### src/rtl/anf_fl_tex_block_fetch_if.sv
// Request, memory-read and decoder-side signal bundle for the ETC2 block fetcher.
// slave = fetcher view, master = surrounding logic view.
interface anf_fl_tex_block_fetch_if #(
  parameter int unsigned ADDR_W  = 32,
  parameter int unsigned COORD_W = 12,
  parameter int unsigned PITCH_W = 8
);
  logic               req_valid;
  logic               req_ready;
  logic [COORD_W-1:0] req_u;
  logic [COORD_W-1:0] req_v;
  logic [ADDR_W-1:0]  req_base;
  logic [PITCH_W-1:0] req_pitch;
  logic [4:0]         req_format;
  logic               inval;

  logic               mem_req_valid;
  logic               mem_req_ready;
  logic [ADDR_W-1:0]  mem_addr;
  logic               mem_resp_valid;
  logic [127:0]       mem_resp_data;

  logic               dec_valid;
  logic               dec_ready;
  logic [127:0]       dec_data;
  logic [4:0]         dec_format;
  logic [1:0]         dec_x;
  logic [1:0]         dec_y;

  modport slave (
    input  req_valid, req_u, req_v, req_base, req_pitch, req_format, inval,
    input  mem_req_ready, mem_resp_valid, mem_resp_data, dec_ready,
    output req_ready, mem_req_valid, mem_addr, dec_valid, dec_data, dec_format, dec_x, dec_y
  );

  modport master (
    output req_valid, req_u, req_v, req_base, req_pitch, req_format, inval,
    output mem_req_ready, mem_resp_valid, mem_resp_data, dec_ready,
    input  req_ready, mem_req_valid, mem_addr, dec_valid, dec_data, dec_format, dec_x, dec_y
  );
endinterface

### src/rtl/anf_fl_tex_block_fetch.sv
// Fetches the 128-bit ETC2 4x4 block holding a requested texel and hands it to the decoder.
// Define ANF_FL_TEX_BLOCK_CACHE_EN to add a single-entry block cache keyed on {address, format}.
module anf_fl_tex_block_fetch #(
  parameter int unsigned ADDR_W  = 32,
  parameter int unsigned COORD_W = 12,
  parameter int unsigned PITCH_W = 8
) (
  input logic                     clk,
  input logic                     rst,
  anf_fl_tex_block_fetch_if.slave bus
);

  // Block offset wide enough that the row*pitch product never truncates before the base add.
  localparam int unsigned BLK_W = COORD_W - 2;
  localparam int unsigned OFF_W = BLK_W + PITCH_W + 1 + 4;

  typedef enum logic [1:0] {IDLE, MEM_REQ, MEM_WAIT, OUT} state_t;

  state_t             state, stateNext;
  logic               reqReadyQ, memReqValidQ, decValidQ;
  logic               reqReadyN, memReqValidN, decValidN;
  logic [ADDR_W-1:0]  memAddrQ;
  logic [127:0]       decDataQ;
  logic [4:0]         decFormatQ;
  logic [1:0]         decXQ, decYQ;

  logic               accept, fill, hit;
  logic [OFF_W-1:0]   blkOff;
  logic [ADDR_W-1:0]  blkAddr;
  logic [127:0]       hitData;

  assign blkOff  = (OFF_W'(bus.req_v[COORD_W-1:2]) * OFF_W'(bus.req_pitch)
                    + OFF_W'(bus.req_u[COORD_W-1:2])) << 4;
  assign blkAddr = bus.req_base + ADDR_W'(blkOff);

  assign accept = (state == IDLE) && reqReadyQ && bus.req_valid;
  assign fill   = (state == MEM_WAIT) && bus.mem_resp_valid;

`ifdef ANF_FL_TEX_BLOCK_CACHE_EN
  logic              cacheValid;
  logic [ADDR_W-1:0] cacheAddr;
  logic [4:0]        cacheFormat;
  logic [127:0]      cacheData;

  // An inval on the accept cycle forces a miss even if the tag matches.
  assign hit     = cacheValid && !bus.inval && (cacheAddr == blkAddr)
                   && (cacheFormat == bus.req_format);
  assign hitData = cacheData;

  always_ff @(posedge clk) begin
    if (rst) begin
      cacheValid  <= 1'b0;
      cacheAddr   <= '0;
      cacheFormat <= '0;
      cacheData   <= '0;
    end else begin
      if (fill) begin
        cacheValid  <= 1'b1;
        cacheAddr   <= memAddrQ;
        cacheFormat <= decFormatQ;
        cacheData   <= bus.mem_resp_data;
      end
      if (bus.inval) cacheValid <= 1'b0;
    end
  end
`else
  logic unusedInval;
  assign unusedInval = bus.inval;
  assign hit         = 1'b0;
  assign hitData     = '0;
`endif

  // State and handshake output registers.
  always_ff @(posedge clk) begin
    if (rst) begin
      state        <= IDLE;
      reqReadyQ    <= 1'b0;
      memReqValidQ <= 1'b0;
      decValidQ    <= 1'b0;
    end else begin
      state        <= stateNext;
      reqReadyQ    <= reqReadyN;
      memReqValidQ <= memReqValidN;
      decValidQ    <= decValidN;
    end
  end

  always_comb begin
    stateNext    = state;
    reqReadyN    = 1'b0;
    memReqValidN = 1'b0;
    decValidN    = 1'b0;
    unique case (state)
      IDLE:     if (accept)             stateNext = hit ? OUT : MEM_REQ;
      MEM_REQ:  if (bus.mem_req_ready)  stateNext = MEM_WAIT;
      MEM_WAIT: if (bus.mem_resp_valid) stateNext = OUT;
      OUT:      if (bus.dec_ready)      stateNext = IDLE;
      default:                          stateNext = IDLE;
    endcase
    reqReadyN    = (stateNext == IDLE);
    memReqValidN = (stateNext == MEM_REQ);
    decValidN    = (stateNext == OUT);
  end

  // Request fields are captured at accept; block data on fill or cache hit.
  always_ff @(posedge clk) begin
    if (rst) begin
      memAddrQ   <= '0;
      decDataQ   <= '0;
      decFormatQ <= '0;
      decXQ      <= '0;
      decYQ      <= '0;
    end else begin
      if (accept) begin
        memAddrQ   <= blkAddr;
        decFormatQ <= bus.req_format;
        decXQ      <= bus.req_u[1:0];
        decYQ      <= bus.req_v[1:0];
      end
      if (fill)              decDataQ <= bus.mem_resp_data;
      else if (accept && hit) decDataQ <= hitData;
    end
  end

  assign bus.req_ready     = reqReadyQ;
  assign bus.mem_req_valid = memReqValidQ;
  assign bus.mem_addr      = memAddrQ;
  assign bus.dec_valid     = decValidQ;
  assign bus.dec_data      = decDataQ;
  assign bus.dec_format    = decFormatQ;
  assign bus.dec_x         = decXQ;
  assign bus.dec_y         = decYQ;

endmodule

### src/flat_wrapper.sv
// flat-port wrapper written by rule: the top's interface ports become plain ports
module anf_fl_tex_block_fetch_flat 
#(
  parameter int unsigned ADDR_W  = 32,
  parameter int unsigned COORD_W = 12,
  parameter int unsigned PITCH_W = 8
)
  (clk, rst, bus_req_valid, bus_req_u, bus_req_v, bus_req_base, bus_req_pitch, bus_req_format, bus_inval, bus_mem_req_ready, bus_mem_resp_valid, bus_mem_resp_data, bus_dec_ready, bus_req_ready, bus_mem_req_valid, bus_mem_addr, bus_dec_valid, bus_dec_data, bus_dec_format, bus_dec_x, bus_dec_y);
  anf_fl_tex_block_fetch_if #(.ADDR_W(ADDR_W), .COORD_W(COORD_W), .PITCH_W(PITCH_W)) bus_i ();
  input logic clk;
  input logic rst;
  input wire logic [$bits(bus_i.req_valid)-1:0] bus_req_valid;
  input wire logic [$bits(bus_i.req_u)-1:0] bus_req_u;
  input wire logic [$bits(bus_i.req_v)-1:0] bus_req_v;
  input wire logic [$bits(bus_i.req_base)-1:0] bus_req_base;
  input wire logic [$bits(bus_i.req_pitch)-1:0] bus_req_pitch;
  input wire logic [$bits(bus_i.req_format)-1:0] bus_req_format;
  input wire logic [$bits(bus_i.inval)-1:0] bus_inval;
  input wire logic [$bits(bus_i.mem_req_ready)-1:0] bus_mem_req_ready;
  input wire logic [$bits(bus_i.mem_resp_valid)-1:0] bus_mem_resp_valid;
  input wire logic [$bits(bus_i.mem_resp_data)-1:0] bus_mem_resp_data;
  input wire logic [$bits(bus_i.dec_ready)-1:0] bus_dec_ready;
  output wire logic [$bits(bus_i.req_ready)-1:0] bus_req_ready;
  output wire logic [$bits(bus_i.mem_req_valid)-1:0] bus_mem_req_valid;
  output wire logic [$bits(bus_i.mem_addr)-1:0] bus_mem_addr;
  output wire logic [$bits(bus_i.dec_valid)-1:0] bus_dec_valid;
  output wire logic [$bits(bus_i.dec_data)-1:0] bus_dec_data;
  output wire logic [$bits(bus_i.dec_format)-1:0] bus_dec_format;
  output wire logic [$bits(bus_i.dec_x)-1:0] bus_dec_x;
  output wire logic [$bits(bus_i.dec_y)-1:0] bus_dec_y;
  assign bus_i.req_valid = bus_req_valid;
  assign bus_i.req_u = bus_req_u;
  assign bus_i.req_v = bus_req_v;
  assign bus_i.req_base = bus_req_base;
  assign bus_i.req_pitch = bus_req_pitch;
  assign bus_i.req_format = bus_req_format;
  assign bus_i.inval = bus_inval;
  assign bus_i.mem_req_ready = bus_mem_req_ready;
  assign bus_i.mem_resp_valid = bus_mem_resp_valid;
  assign bus_i.mem_resp_data = bus_mem_resp_data;
  assign bus_i.dec_ready = bus_dec_ready;
  assign bus_req_ready = bus_i.req_ready;
  assign bus_mem_req_valid = bus_i.mem_req_valid;
  assign bus_mem_addr = bus_i.mem_addr;
  assign bus_dec_valid = bus_i.dec_valid;
  assign bus_dec_data = bus_i.dec_data;
  assign bus_dec_format = bus_i.dec_format;
  assign bus_dec_x = bus_i.dec_x;
  assign bus_dec_y = bus_i.dec_y;
  anf_fl_tex_block_fetch #(.ADDR_W(ADDR_W), .COORD_W(COORD_W), .PITCH_W(PITCH_W)) u_core (.clk(clk), .rst(rst), .bus(bus_i));
endmodule
### config.mk
export PLATFORM = sky130hd
export DESIGN_NAME = anf_fl_tex_block_fetch_flat
export DESIGN_NICKNAME = d
export VERILOG_FILES = /design/src/rtl/anf_fl_tex_block_fetch_if.sv /design/src/rtl/anf_fl_tex_block_fetch.sv /design/src/flat_wrapper.sv
export SDC_FILE = /design/constraint.sdc
export NUM_CORES = 1
export LEC_CHECK = 0
export CAP_MARGIN = 20
export CORE_AREA = 2 2 169 138
export CTS_BUF_LIST = sky130_fd_sc_hd__clkbuf_4 sky130_fd_sc_hd__clkbuf_8
export CTS_CLUSTER_SIZE = 16
export DETAILED_ROUTE_END_ITERATION = 10
export DIE_AREA = 0 0 171 140
export PLACE_DENSITY_LB_ADDON = 0.08
export RECOVER_POWER = 50
export SYNTH_ARGS = -nofsm -noshare
export SYNTH_HDL_FRONTEND = slang
export SYNTH_SLANG_ARGS = --single-unit
### constraint.sdc
create_clock -name clk -period 9.9 [get_ports clk]
set_input_delay 1.98 -clock clk [delete_from_list [all_inputs] [get_ports clk]]
set_output_delay 1.98 -clock clk [all_outputs]
set_load 0.05 [all_outputs]
==> flow_metrics.env <==
export IMPL_multiInputGateArea_um2=6180
export IMPL_dr_max_layer_used="met4"
export IMPL_initial_core_util=0.465
export IMPL_grt_pass1_wl_um=51600
export IMPL_finalCriticalPeriod_ns=8.35
export IMPL_min_from="u_core.bus.mem_addr[19]"
export IMPL_postSynthAreaPerCell_um2=7.92
export IMPL_routed_wl_um=32600
export IMPL_cp_common_cell="fa_1"
export IMPL_fmax_ghz=0.120
export IMPL_dp_hpwl_um=25400
export IMPL_clockRootBuffer="clkbuf_8"
export IMPL_finalNetCount=1968
export IMPL_cts_tree="yes"
export IMPL_core_rowCount=49
export IMPL_syn_inst=1304
export IMPL_synth_top_family_by_area="simple AND/OR/NAND/NOR gates"
export IMPL_synth_area_leaders="dfxtp_1 (34%), nand2_1 (13%), fa_1 (11%)"
export IMPL_rsz0062_at_grt="no"
export IMPL_r2r_end="u_core.bus.dec_valid"
export IMPL_numCtsBuffers=17
export IMPL_synth_edf_count=0
export IMPL_placed_cells=1927
export IMPL_ctsHoldBuffers=0
export IMPL_htreeDepth=4
export IMPL_power_leakage_nw=6.24
export IMPL_detail_route_antenna_nets=0
export IMPL_path_cells="clkdlybuf4s50_1, nand2_1, fa_1, inv_1, fa_1, inv_1, fa_1, fa_1, inv_1, ha_1, o21a_1, o21ai_0, a31oi_1, nor2_1, xnor2_1, ha_1, a21oi_1, o2111a_1, o21ai_0, a311oi_1, nor3_1, a221o_1"
export IMPL_register_area_um2=3480
export IMPL_nFillCells=1970
export IMPL_post_route_period_util=0.843
export IMPL_clock_sinks=174
export IMPL_powerDensity_nw_per_um2=233
export IMPL_violations="capacitance limit, slew limit"
export IMPL_synth_area_um2=10300
export IMPL_hold_path_class="reg2reg"
export IMPL_end_kind="flop"
export IMPL_min_path_cells=2
export IMPL_overflow=0
export IMPL_rrSetupSlack_ns=6.07
export IMPL_slowest_delay_ns=0.75
export IMPL_whs_endpoint="u_core.bus.mem_addr[19]"
export IMPL_synthArstFlopShare=0
export IMPL_cts_repair_resized=0
export IMPL_grt_total_usage=0.274
export IMPL_synth_adder_area_share=0.193
export IMPL_grt_pass1_vias=9613
export IMPL_drt_iter0_drc=715
export IMPL_yosys_area_share_xor_xnor=0.0195
export IMPL_worst_slew_pin_slew_ns=2.41
export IMPL_ir_drop_v=0.000236
export IMPL_worst_r2r_startpoint="u_core.state[1]"
export IMPL_cts_setup_buffers=0
export IMPL_yosysWarningCount=0
export IMPL_dieArea_um2=23900
export IMPL_vias=9964
export IMPL_fin_tns_setup_ns=0
export IMPL_synth_ff_type="dfxtp_1"
export IMPL_ys_seq_elements=174
export IMPL_route_detailed_drc=0
export IMPL_criticalPathCategory="in2reg"
export IMPL_cp_start_kind="input port"
export IMPL_synthSimpleGateAreaFrac=0.219
export IMPL_wl_met3_um=2840
export IMPL_port_buffers=374
export IMPL_crit_start="bus_req_pitch[1]"
export IMPL_syn_num_nets=1632
export IMPL_routabilityCongestion=0.916
export IMPL_ys_seq_area_frac=0.337
export IMPL_antenna_found_initial=1
export IMPL_diodes=0
export IMPL_wl_met2_um=15000
export IMPL_core_um2=22200
export IMPL_crit_required_ns=10.25
export IMPL_slowest_stage="clkdlybuf4s50_1"
export IMPL_fin_cells=1959
export IMPL_drv_slew=83
export IMPL_ios=376
export IMPL_synthMuxAreaShare=0.000969
export IMPL_max_cap_violations=2
export IMPL_slew_headroom=-0.610
export IMPL_crit_path_max_fanout=10
export IMPL_wl_met1_um=13700
export IMPL_finalSetupViolCount=0
export IMPL_die_h_um=140
export IMPL_netlist_top_cell_by_area="dfxtp_1"
export IMPL_r2r_cells=7
export IMPL_yosys_area_top_type_share=0.337
export IMPL_via_per_inst=5.09
export IMPL_synthToLayoutAreaGrowth_pct=42.0
export IMPL_clockBufferDepth=2
export IMPL_synth_compound_area_share=0.166
export IMPL_synth_cell_types=64
export IMPL_hold_viol=0
export IMPL_dr_pass1_iters=5
export IMPL_grt_max_degree=92
export IMPL_drive_gt1_frac=0.0296
export IMPL_worstPathArrival_ns=8.70
export IMPL_skew_ns=0.0214
export IMPL_cts_clk_slew_worst_paths_ns=0.10
export IMPL_clk_latency_ns=0.46
export IMPL_wire_per_inst_um=16.6
export IMPL_status="finished with violations"
export IMPL_fp_dieW_um=171
## layer usage
metal / track usage / vias to the layer above
li1: - / 4966
met1: 0.347 / 4594
met2: 0.448 / 351
met3: 0.0774 / 53
met4: 0.0950 / 0
met5: 0 / -
## cells in the mapped netlist, drive strengths merged, types with 2 or more instances
| library cell | n |
|---|---|
| nor2 | 33 |
| clkbuf | 55 |
| o211ai | 4 |
| or2 | 3 |
| a2111oi | 2 |
| nand4 | 7 |
| a31oi | 2 |
| a211oi | 18 |
| o31ai | 4 |
| nand3 | 13 |
| buf | 6 |
| dfxtp | 174 |
| nand3b | 3 |
| o21ai | 26 |
| o211a | 2 |
| and2 | 52 |
| nor2b | 2 |
| nor3 | 18 |
| o21bai | 2 |
| and4 | 5 |
| fa | 59 |
| and3 | 6 |
| o21a | 6 |
| a21oi | 186 |
| nor4 | 2 |
| a21o | 19 |
| nand2 | 356 |
| o31a | 2 |
| inv | 115 |
| ha | 65 |
| xor2 | 9 |
| a211o | 2 |
| xnor2 | 14 |
| a2111o | 2 |
| o311ai | 2 |
| or3 | 7 |
| nand2b | 3 |
## how the worst max path moves through the flow
stage | end | slack, ns | depth (start not counted)
final | u_core.bus.mem_addr[20] | 1.55 | 22
after global routing | u_core.bus.mem_addr[31] | 1.23 | 23
after CTS | u_core.bus.mem_addr[23] | 1.68 | 22
after detailed placement | u_core.bus.mem_addr[23] | 1.20 | 22
after global placement | u_core.bus.mem_addr[23] | 1.31 | 22
after floorplan | u_core.bus.mem_addr[23] | 2.45 | 23
## metrics by stage
step / worst slack, ns / cell area (µm²) / utilization / power [mW] / hold WS (ns)
final: 1.55 / 14700 / 0.661 / 3.42 / 0.453
after global routing: 1.23 / 14700 / 0.661 / 3.73 / 0.471
after CTS: 1.68 / 14700 / 0.661 / 3.43 / 0.457
after detailed placement: 1.20 / 14300 / 0.642 / 2.90 / 0.441
after global placement: 1.31 / 14300 / 0.642 / 2.86 / 0.436
after floorplan: 2.45 / 10300 / - / 2.37 / 0.620
## power breakdown
group / switching, mW / internal (mW)
clock: 0.297 / 0.220
combinational: 1.28 / 0.864
sequential: 0.0188 / 0.736
total: 1.60 / 1.82
## flip-flops by register name (all words and copies together), names as in the netlist
signal                    flops
u_core.bus.dec_data         128
u_core.bus.dec_format         5
u_core.bus.dec_valid          1
u_core.bus.dec_x              2
u_core.bus.dec_y              2
u_core.bus.mem_addr          32
u_core.bus.mem_req_valid      1
u_core.bus.req_ready          1
u_core.state                  2
## layout make-up
type	instances	area share
Clock inverter	14	0.0116
Tap cell	306	0.0261
Clock buffer	18	0.0169
Sequential cell	174	0.238
Timing Repair Buffer	378	0.257
Inverter	115	0.0294
Multi-Input combinational cell	954	0.421
## placed cells by master (no fill, tap or decap), types with 25 or more instances in the layout
master and count:
a21oi_1 185, o21ai_0 25, and2_1 52, dlygate4sd3_1 124
inv_1 115, clkdlybuf4s50_1 249, nor2_1 33, ha_1 65
nand2_1 356, fa_1 59, dfxtp_1 174
## critical path, delay by kind of cell
kind / cells / cell delay, ns
AO/OA/AOI/OAI: 8 / 2.55
XOR/XNOR: 1 / 0.14
AND/OR/NAND/NOR: 3 / 0.41
buffers and inverters: 4 / 0.89
adder cells (fa/ha/maj): 6 / 2.71
## cell families (layout without fill, tap and decap cells)
| kind of cell | count (synthesis) | in the layout |
|---|---|---|
| AOI/OAI and AO/OA | 292 | 292 |
| buffers and inverters | 176 | 525 |
| DFF | 174 | 174 |
| and+or+nand+nor | 514 | 514 |
| muxes | 1 | 1 |
| xor gates and xnor gates | 23 | 23 |
| adders and majority gates | 124 | 124 |
No activity file was read; power rests on OpenSTA's default activity.
